## src/rtl/pipe_hazard_ctrl.sv

```systemverilog
// Hazard/stall controller for a 5-stage MIPS pipeline: load-use, branch flush,
// data-memory freeze and fetch wait, plus a fetch watchdog. Optional perf counters: HAZ_PERF_CNT_EN.
module pipe_hazard_ctrl #(
  parameter int unsigned MAX_WAIT = 15
) (
  input  logic        i_clk,
  input  logic        i_rst,
  input  logic [31:0] i_ifid_instr,
  input  logic        i_idex_mem_read,
  input  logic [4:0]  i_idex_rt,
  input  logic        i_branch_taken,
  input  logic        i_imem_ready,
  input  logic        i_dmem_busy,
  output logic        o_pc_write,
  output logic        o_ifid_write,
  output logic        o_ifid_flush,
  output logic        o_idex_flush,
  output logic        o_pipe_hold,
  output logic [1:0]  o_ctrl_state,
  output logic        o_fetch_timeout
`ifdef HAZ_PERF_CNT_EN
  ,
  output logic [31:0] o_stall_cnt,
  output logic [31:0] o_flush_cnt
`endif
);

  typedef enum logic [1:0] {
    ST_RUN        = 2'd0,
    ST_STALL_LU   = 2'd1,
    ST_MEM_WAIT   = 2'd2,
    ST_FETCH_WAIT = 2'd3
  } state_t;

  typedef enum logic [2:0] {
    A_FREEZE  = 3'd0,
    A_BRANCH  = 3'd1,
    A_LOADUSE = 3'd2,
    A_FWAIT   = 3'd3,
    A_NORMAL  = 3'd4
  } action_t;

  localparam logic [7:0] LP_WAIT_LAST = 8'(MAX_WAIT - 1);

  state_t      r_state;
  state_t      w_next_state;
  action_t     w_action;
  logic [7:0]  r_wait_cnt;
  logic        r_fetch_timeout;
  logic [5:0]  w_op;
  logic [4:0]  w_rs;
  logic [4:0]  w_rt;
  logic        w_uses_rt;
  logic        w_load_use;

  // Decode the IF/ID instruction fields relevant to load-use detection.
  always_comb begin
    w_op = i_ifid_instr[31:26];
    w_rs = i_ifid_instr[25:21];
    w_rt = i_ifid_instr[20:16];
    case (w_op)
      6'b000000, 6'b000100, 6'b000101, 6'b101011: w_uses_rt = 1'b1;
      default:                                    w_uses_rt = 1'b0;
    endcase
    w_load_use = i_idex_mem_read && (i_idex_rt != 5'd0) &&
                 ((i_idex_rt == w_rs) || (w_uses_rt && (i_idex_rt == w_rt))) &&
                 (i_ifid_instr != 32'd0);
  end

  // Strict-priority action select; the stall state masks load-use for one cycle.
  always_comb begin
    w_action = A_NORMAL;
    if (i_dmem_busy) begin
      w_action = A_FREEZE;
    end else if (i_branch_taken) begin
      w_action = A_BRANCH;
    end else if (w_load_use && (r_state != ST_STALL_LU)) begin
      w_action = A_LOADUSE;
    end else if (!i_imem_ready) begin
      w_action = A_FWAIT;
    end else begin
      w_action = A_NORMAL;
    end
  end

  // Control outputs and next state per action; reset forces a nop/bubble.
  always_comb begin
    o_pc_write   = 1'b1;
    o_ifid_write = 1'b1;
    o_ifid_flush = 1'b0;
    o_idex_flush = 1'b0;
    o_pipe_hold  = 1'b0;
    w_next_state = ST_RUN;
    if (i_rst) begin
      o_pc_write   = 1'b0;
      o_ifid_write = 1'b0;
      o_ifid_flush = 1'b1;
      o_idex_flush = 1'b1;
      o_pipe_hold  = 1'b0;
      w_next_state = ST_RUN;
    end else begin
      case (w_action)
        A_FREEZE: begin
          o_pc_write   = 1'b0;
          o_ifid_write = 1'b0;
          o_pipe_hold  = 1'b1;
          w_next_state = ST_MEM_WAIT;
        end
        A_BRANCH: begin
          o_ifid_flush = 1'b1;
          o_idex_flush = 1'b1;
          w_next_state = ST_RUN;
        end
        A_LOADUSE: begin
          o_pc_write   = 1'b0;
          o_ifid_write = 1'b0;
          o_idex_flush = 1'b1;
          w_next_state = ST_STALL_LU;
        end
        A_FWAIT: begin
          o_pc_write   = 1'b0;
          o_ifid_flush = 1'b1;
          w_next_state = ST_FETCH_WAIT;
        end
        A_NORMAL: begin
          w_next_state = ST_RUN;
        end
        default: begin
          w_next_state = ST_RUN;
        end
      endcase
    end
  end

  // State register.
  always_ff @(posedge i_clk or posedge i_rst) begin
    if (i_rst) begin
      r_state <= ST_RUN;
    end else begin
      r_state <= w_next_state;
    end
  end

  // Fetch watchdog: saturating wait counter and sticky timeout flag.
  always_ff @(posedge i_clk or posedge i_rst) begin
    if (i_rst) begin
      r_wait_cnt      <= 8'd0;
      r_fetch_timeout <= 1'b0;
    end else begin
      if (i_imem_ready) begin
        r_wait_cnt <= 8'd0;
      end else if ((w_action == A_FWAIT) && (r_wait_cnt != 8'hFF)) begin
        r_wait_cnt <= r_wait_cnt + 8'd1;
      end else begin
        r_wait_cnt <= r_wait_cnt;
      end
      if ((w_action == A_FWAIT) && (r_wait_cnt == LP_WAIT_LAST)) begin
        r_fetch_timeout <= 1'b1;
      end else begin
        r_fetch_timeout <= r_fetch_timeout;
      end
    end
  end

  assign o_ctrl_state    = r_state;
  assign o_fetch_timeout = r_fetch_timeout;

`ifdef HAZ_PERF_CNT_EN
  logic [31:0] r_stall_cnt;
  logic [31:0] r_flush_cnt;

  // Wrapping performance counters for stall and flush events.
  always_ff @(posedge i_clk or posedge i_rst) begin
    if (i_rst) begin
      r_stall_cnt <= 32'd0;
      r_flush_cnt <= 32'd0;
    end else begin
      case (w_action)
        A_FREEZE, A_LOADUSE, A_FWAIT: r_stall_cnt <= r_stall_cnt + 32'd1;
        A_BRANCH:                     r_flush_cnt <= r_flush_cnt + 32'd1;
        default: begin
          r_stall_cnt <= r_stall_cnt;
          r_flush_cnt <= r_flush_cnt;
        end
      endcase
    end
  end

  assign o_stall_cnt = r_stall_cnt;
  assign o_flush_cnt = r_flush_cnt;
`endif

endmodule
```

## config.mk

```make
export PLATFORM = sky130hd
export DESIGN_NAME = pipe_hazard_ctrl
export DESIGN_NICKNAME = d
export VERILOG_FILES = /design/src/rtl/pipe_hazard_ctrl.sv
export SDC_FILE = /design/constraint.sdc
export NUM_CORES = 1
export LEC_CHECK = 0
export ABC_AREA = 1
export CAP_MARGIN = 25
export CORE_UTILIZATION = 43
export DETAILED_ROUTE_END_ITERATION = 8
export GPL_ROUTABILITY_DRIVEN = 0
export PLACE_DENSITY = 0.91
export SKIP_CTS_REPAIR_TIMING = 1
export SYNTH_ARGS = -nofsm -noshare
export SYNTH_HDL_FRONTEND = slang
export SYNTH_SLANG_ARGS = --single-unit
```

## constraint.sdc

```tcl
create_clock -name i_clk -period 2.4 [get_ports i_clk]
set_input_delay 0.24 -clock i_clk [delete_from_list [all_inputs] [get_ports i_clk]]
set_output_delay 0.24 -clock i_clk [all_outputs]
set_load 0.01 [all_outputs]
```

* After elaboration in Yosys (flattened, before gate mapping)
Index checks and enable logic that the tools add are counted.
Operators by class: add/subtract/negate cells 1, $mul 0, divide/modulo/power cells 0, order comparisons 0, equal/unequal tests 11, shifts and indexed selects 0, muxes and demuxes 19, bitwise operators 0, reduce and logical (&&, ||, !) cells 18
Operators with widths (number):
- $reduce_bool A32 Y1 | 1
- $mux W8 | 2
- $eq A6 B3 Y1 const B | 2
- $mux W3 | 4
- $mux W1 | 11
- $eq A5 B5 Y1 | 2
- $add A8 B1 Y8 const B | 1
- $eq A8 B4 Y1 const B | 1
- $ne A8 B8 Y1 const B | 1
- $logic_and A1 B1 Y1 | 7
- $eq A3 B2 Y1 const B | 2
- $eq A6 B6 Y1 const B | 1
- $logic_not A6 Y1 | 1
- $pmux W2 S3 | 1
- $reduce_or A2 Y1 | 3
- $reduce_bool A5 Y1 | 1
- $reduce_or A4 Y1 | 1
- $eq A3 B1 Y1 const B | 1
- $logic_not A3 Y1 | 1
- $reduce_or A3 Y1 | 1
- $mux W2 | 1
- $ne A2 B1 Y1 const B | 1
- $reduce_bool A2 Y1 | 1
- $logic_or A1 B1 Y1 | 1
Storage, ports and cells: flip-flop bits (word level) 11, latch bits 0, memory bits (writable) 0, memory bits (read-only) 0, bits of input ports 43, output and inout port bits 8, word-level logic and storage cells 52, memories 0

* Logic depth before layout (Yosys ltp)
depth after elaboration 15, mapped depth 12, mapped depth without buffers 12

* Least setup slack after synthesis
No wires, ideal clock.
path kind flip-flop to flip-flop, start point reg r_wait_cnt[1], end point reg r_wait_cnt[2], setup time 0.118 ns, arrival time 1.298 ns, required time 2.282 ns, slack 0.984 ns, stages on the path, launching flop included 11, path buffers 0, clock period less this slack 1.416 ns, cell sequence dfrtp_1 > ha_1 > nand2_1 > inv_1 > nand2_1 > nor3_2 > nand2_1 > nand4_4 > nand2_4 > nand2_1 > nand2_1
Between the ends: cells in the longest elaborated chain, start to end 3, elaborated cells on any way between the ends 6, those cells by class add/sub: 1; eq/ne: 1; mux: 2; reduce/logical: 2
Ends and longest elaborated chain:
- start, declared | line 48 | logic [7:0] r_wait_cnt;
- start signal, assigned | line 153 | r_wait_cnt <= r_wait_cnt + 8'd1;
- start signal, assigned | line 155 | r_wait_cnt <= r_wait_cnt;
- $add A8 B1 Y8 or $ne A8 B8 Y1 (tied branches) | line 153, 152
- $mux W8 or $logic_and A1 B1 Y1 (tied branches) | line 152 | end else if ((w_action == A_FWAIT) && (r_wait_cnt != 8'hFF)) begin
- $mux W8 or $reduce_bool A2 Y1 (tied branches)
Several ways; a longest one is shown, not always the timed one. The select of a mux whose other input is x is not followed. A chain may end at the register's enable or synchronous reset.

* Final worst setup path
start point in i_ifid_instr[28], end point out o_ifid_write
Between the ends: cells in the longest elaborated chain, start to end 15, elaborated cells on any way between the ends 20, those cells by class eq/ne: 4; mux: 6; reduce/logical: 10
Ends and longest elaborated chain:
- start, declared | line 8 | input logic [31:0] i_ifid_instr,
- $eq A6 B3 Y1, or another cell as far along | line 61 | case (w_op)
- $reduce_or A4 Y1 | line 61
- $mux W1 | line 61
- $logic_and A1 B1 Y1 | line 66 | ((i_idex_rt == w_rs) || (w_uses_rt && (i_idex_rt == w_rt))) &&
- $logic_or A1 B1 Y1 | line 66
- $logic_and A1 B1 Y1 | line 65 | w_load_use = i_idex_mem_read && (i_idex_rt != 5'd0) &&
- $logic_and A1 B1 Y1 * | line 66
- $logic_and A1 B1 Y1 * | line 77 | end else if (w_load_use && (r_state != ST_STALL_LU)) begin
- $mux W3 * | line 77
- $mux W3 * | line 75 | end else if (i_branch_taken) begin
- $mux W3 * | line 73 | if (i_dmem_busy) begin
- $eq A3 B2 Y1 or $logic_not A3 Y1 (tied branches) | line 102 | case (w_action)
- $reduce_or A2 Y1 (no line) *
- $mux W1 * | line 102
- $mux W1 * | line 94 | if (i_rst) begin
- end, declared | line 15 | output logic o_ifid_write,
Mark *: on every way between the ends. The rest lies on a longest branch, timed or not.

==> results.sh <==
export IMPL_crit_type="in -> out"
export IMPL_nets=269
export IMPL_p_int_uw=366
export IMPL_vias_per_cell=4.94
export IMPL_n_antenna_cell=0
export IMPL_ant_nets=0
export IMPL_skew_ns=0.00219
export IMPL_die_h_um=50.8
export IMPL_synth_seq_cells=11
export IMPL_overflow=0
export IMPL_power_frac_clock=0.238
export IMPL_grt_pass1_wl_mm=4.60
export IMPL_power_switching_uw=147
export IMPL_finalWirelength_mm=2.85
export IMPL_netlist_area_um2=1020
export IMPL_drive_gt1_frac=0.0717
export IMPL_synthCells=166
export IMPL_fin_hold_ws_ns=0.403
export IMPL_rows=17
export IMPL_coreArea_um2=2230
export IMPL_final_cell_mix="49 x nand2_1, 48 x clkdlybuf4s50_1, 38 x nor2_1"
export IMPL_die_x_um=50.8
export IMPL_cp_end_kind="primary output"
export IMPL_p_leak_uw=0.000752
export IMPL_multi_input_area_um2=702
export IMPL_fillers=184
export IMPL_register_area_um2=275
export IMPL_p_comb_frac=0.363
export IMPL_finalHoldViolCount=0
export IMPL_finalCriticalPeriod_ns=2.26
export IMPL_start_util=0.459
export IMPL_worstSkewPairLatency_ns=0.26
export IMPL_synth_warning_count=0
export IMPL_critical_path_arrival_ns=2.02
export IMPL_grt_pass1_vias=1125
export IMPL_io_pins=51
export IMPL_hold_class="in -> async"
export IMPL_clock_path_buffers=2
export IMPL_max_freq_mhz=443
export IMPL_cts_root_buffer="clkbuf_4"
export IMPL_peakVddDrop_v=0.000358
export IMPL_grt_max_degree=13
export IMPL_fin_area_um2=1630
export IMPL_maxSlewViolCount=0
export IMPL_numCtsBuffers=3
export IMPL_maxCapViolations=0
export IMPL_critical_path_max_fanout=3
export IMPL_drt_initial_drc_count=16
export IMPL_cp_required_ns=2.16
export IMPL_syn_avg_cell_area_um2=6.17
export IMPL_synth_distinct_cells=24
export IMPL_path_clk_slew_ns=0.07
export IMPL_slew_headroom=0.803
export IMPL_worst_pin_slew_ns=0.293
export IMPL_drc=0
export IMPL_htree_num_levels=1
export IMPL_antenna_found_initial=0
export IMPL_fin_setup_tns_ns=0
export IMPL_status="completed"
export IMPL_final_core_util=0.728
export IMPL_period_share=0.941
export IMPL_cts_sinks=11
export IMPL_cts_tree="yes"
export IMPL_power_density_nw_per_um2=315
export IMPL_area_growth_pct=58.7
export IMPL_final_common_cell="nand2_1"
export IMPL_die_area_um2=2580
export IMPL_setup_violations_final=0
export IMPL_dr_total_vias=1239
export IMPL_groute_usage_overall=0.234
export IMPL_pwr_share_seq=0.400
export IMPL_cp_start_kind="input port"
export IMPL_numPortBuffers=50
export IMPL_dr_pass1_iters=4
export IMPL_seq_area_frac_synth=0.269
export IMPL_wl_per_cell_um=11.4
export IMPL_placed_area_um2=1590
export IMPL_p_sw_frac=0.286
export IMPL_dpl_hpwl_mm=2.35
export IMPL_syn_nets=211
[layer usage]
metal  wire length, um  vias up  GRT usage
li1                  -      641          -
met1              1240      549      0.285
met2              1380       45      0.444
met3               202        4     0.0119
met4                23        0     0.0556
met5                 0        -          0
[cell families after synthesis]
logic type	count (synthesis)	synth area share
simple gates	119	0.517
buf+inv	15	0.0562
flops	11	0.269
xor+xnor	10	0.0855
compound gates	9	0.0488
fa+ha+maj	2	0.0244
[layout make-up]
| class | count | area share |
|---|---|---|
| multi-input cells | 140 | 0.432 |
| repair buffers | 54 | 0.329 |
| clock buffers | 4 | 0.0162 |
| flip-flops and latches | 11 | 0.169 |
| inverters | 14 | 0.0323 |
| well taps | 28 | 0.0215 |
[power groups by stage]
stage	registers [uW]	clock network (uW)	logic (uW)
2_1_floorplan	207	0	73.3
3_3_place_gp	208	0	182
3_5_place_dp	208	0	185
4_1_cts	205	124	186
5_1_grt	206	131	203
6_report	205	122	186
[stage by stage]
step           power (uW)  std cells  setup slack (ns)
3_3_place_gp          389        247            0.0471
2_1_floorplan         281        166             0.984
6_report              512        251             0.141
5_1_grt               540        251          -0.00264
3_5_place_dp          393        247            0.0433
4_1_cts               515        251            0.0276
[final timing paths]
path                                        startpoint                           to  slack [ns]  cells after the start
max in group asynchronous                        i_rst    o_ctrl_state[0]$_DFF_PP0_        1.85                      3
min reg2reg                o_fetch_timeout$_DFFE_PP0P_  o_fetch_timeout$_DFFE_PP0P_        0.47                      1
max                                   i_ifid_instr[28]                 o_ifid_write        0.14                     11
min                                              i_rst    r_wait_cnt[5]$_DFFE_PP0P_        0.40                      3
max reg2reg                  r_wait_cnt[0]$_DFFE_PP0P_    r_wait_cnt[6]$_DFFE_PP0P_        0.74                     10
min in group i_clk         o_fetch_timeout$_DFFE_PP0P_  o_fetch_timeout$_DFFE_PP0P_        0.47                      1
[flip-flops by register name, indices dropped and copies added (netlist names)]
| name | count |
|---|---|
| o_fetch_timeout | 1 |
| r_wait_cnt | 8 |
| o_ctrl_state | 2 |
[cells in the mapped netlist]
cell,instances,area [um2]
nand4_1,1,6.26
nor3_1,6,30.0
dfrtp_1,11,275
o21a_1,1,7.51
nor2_1,38,143
buf_2,1,5.00
nor3_2,1,10.0
nand3_1,15,75.1
nand2_4,1,11.3
nand4_4,1,21.3
nor4_1,1,6.26
o21ai_0,2,10.0
ha_1,2,25.0
xor2_1,6,52.6
clkinv_1,1,3.75
xnor2_1,4,35.0
o21bai_1,1,7.51
nand2_1,49,184
a21oi_1,5,25.0
or2_0,1,6.26
nand2_2,3,18.8
nand3_2,1,10.0
inv_1,13,48.8
nor3b_1,1,7.51
[critical path, stage by stage]
cell and delay [ns]:
clkdlybuf4s50_1 0.45, nor2_1 0.12, nand2_1 0.06, nor2_1 0.13, nand2_1 0.06, nor2_1 0.08, nor2_1 0.06, nand3_1 0.13
nand3_2 0.10, inv_1 0.06, clkdlybuf4s50_1 0.52
Note: power is estimated with default switching activity, not from simulation.
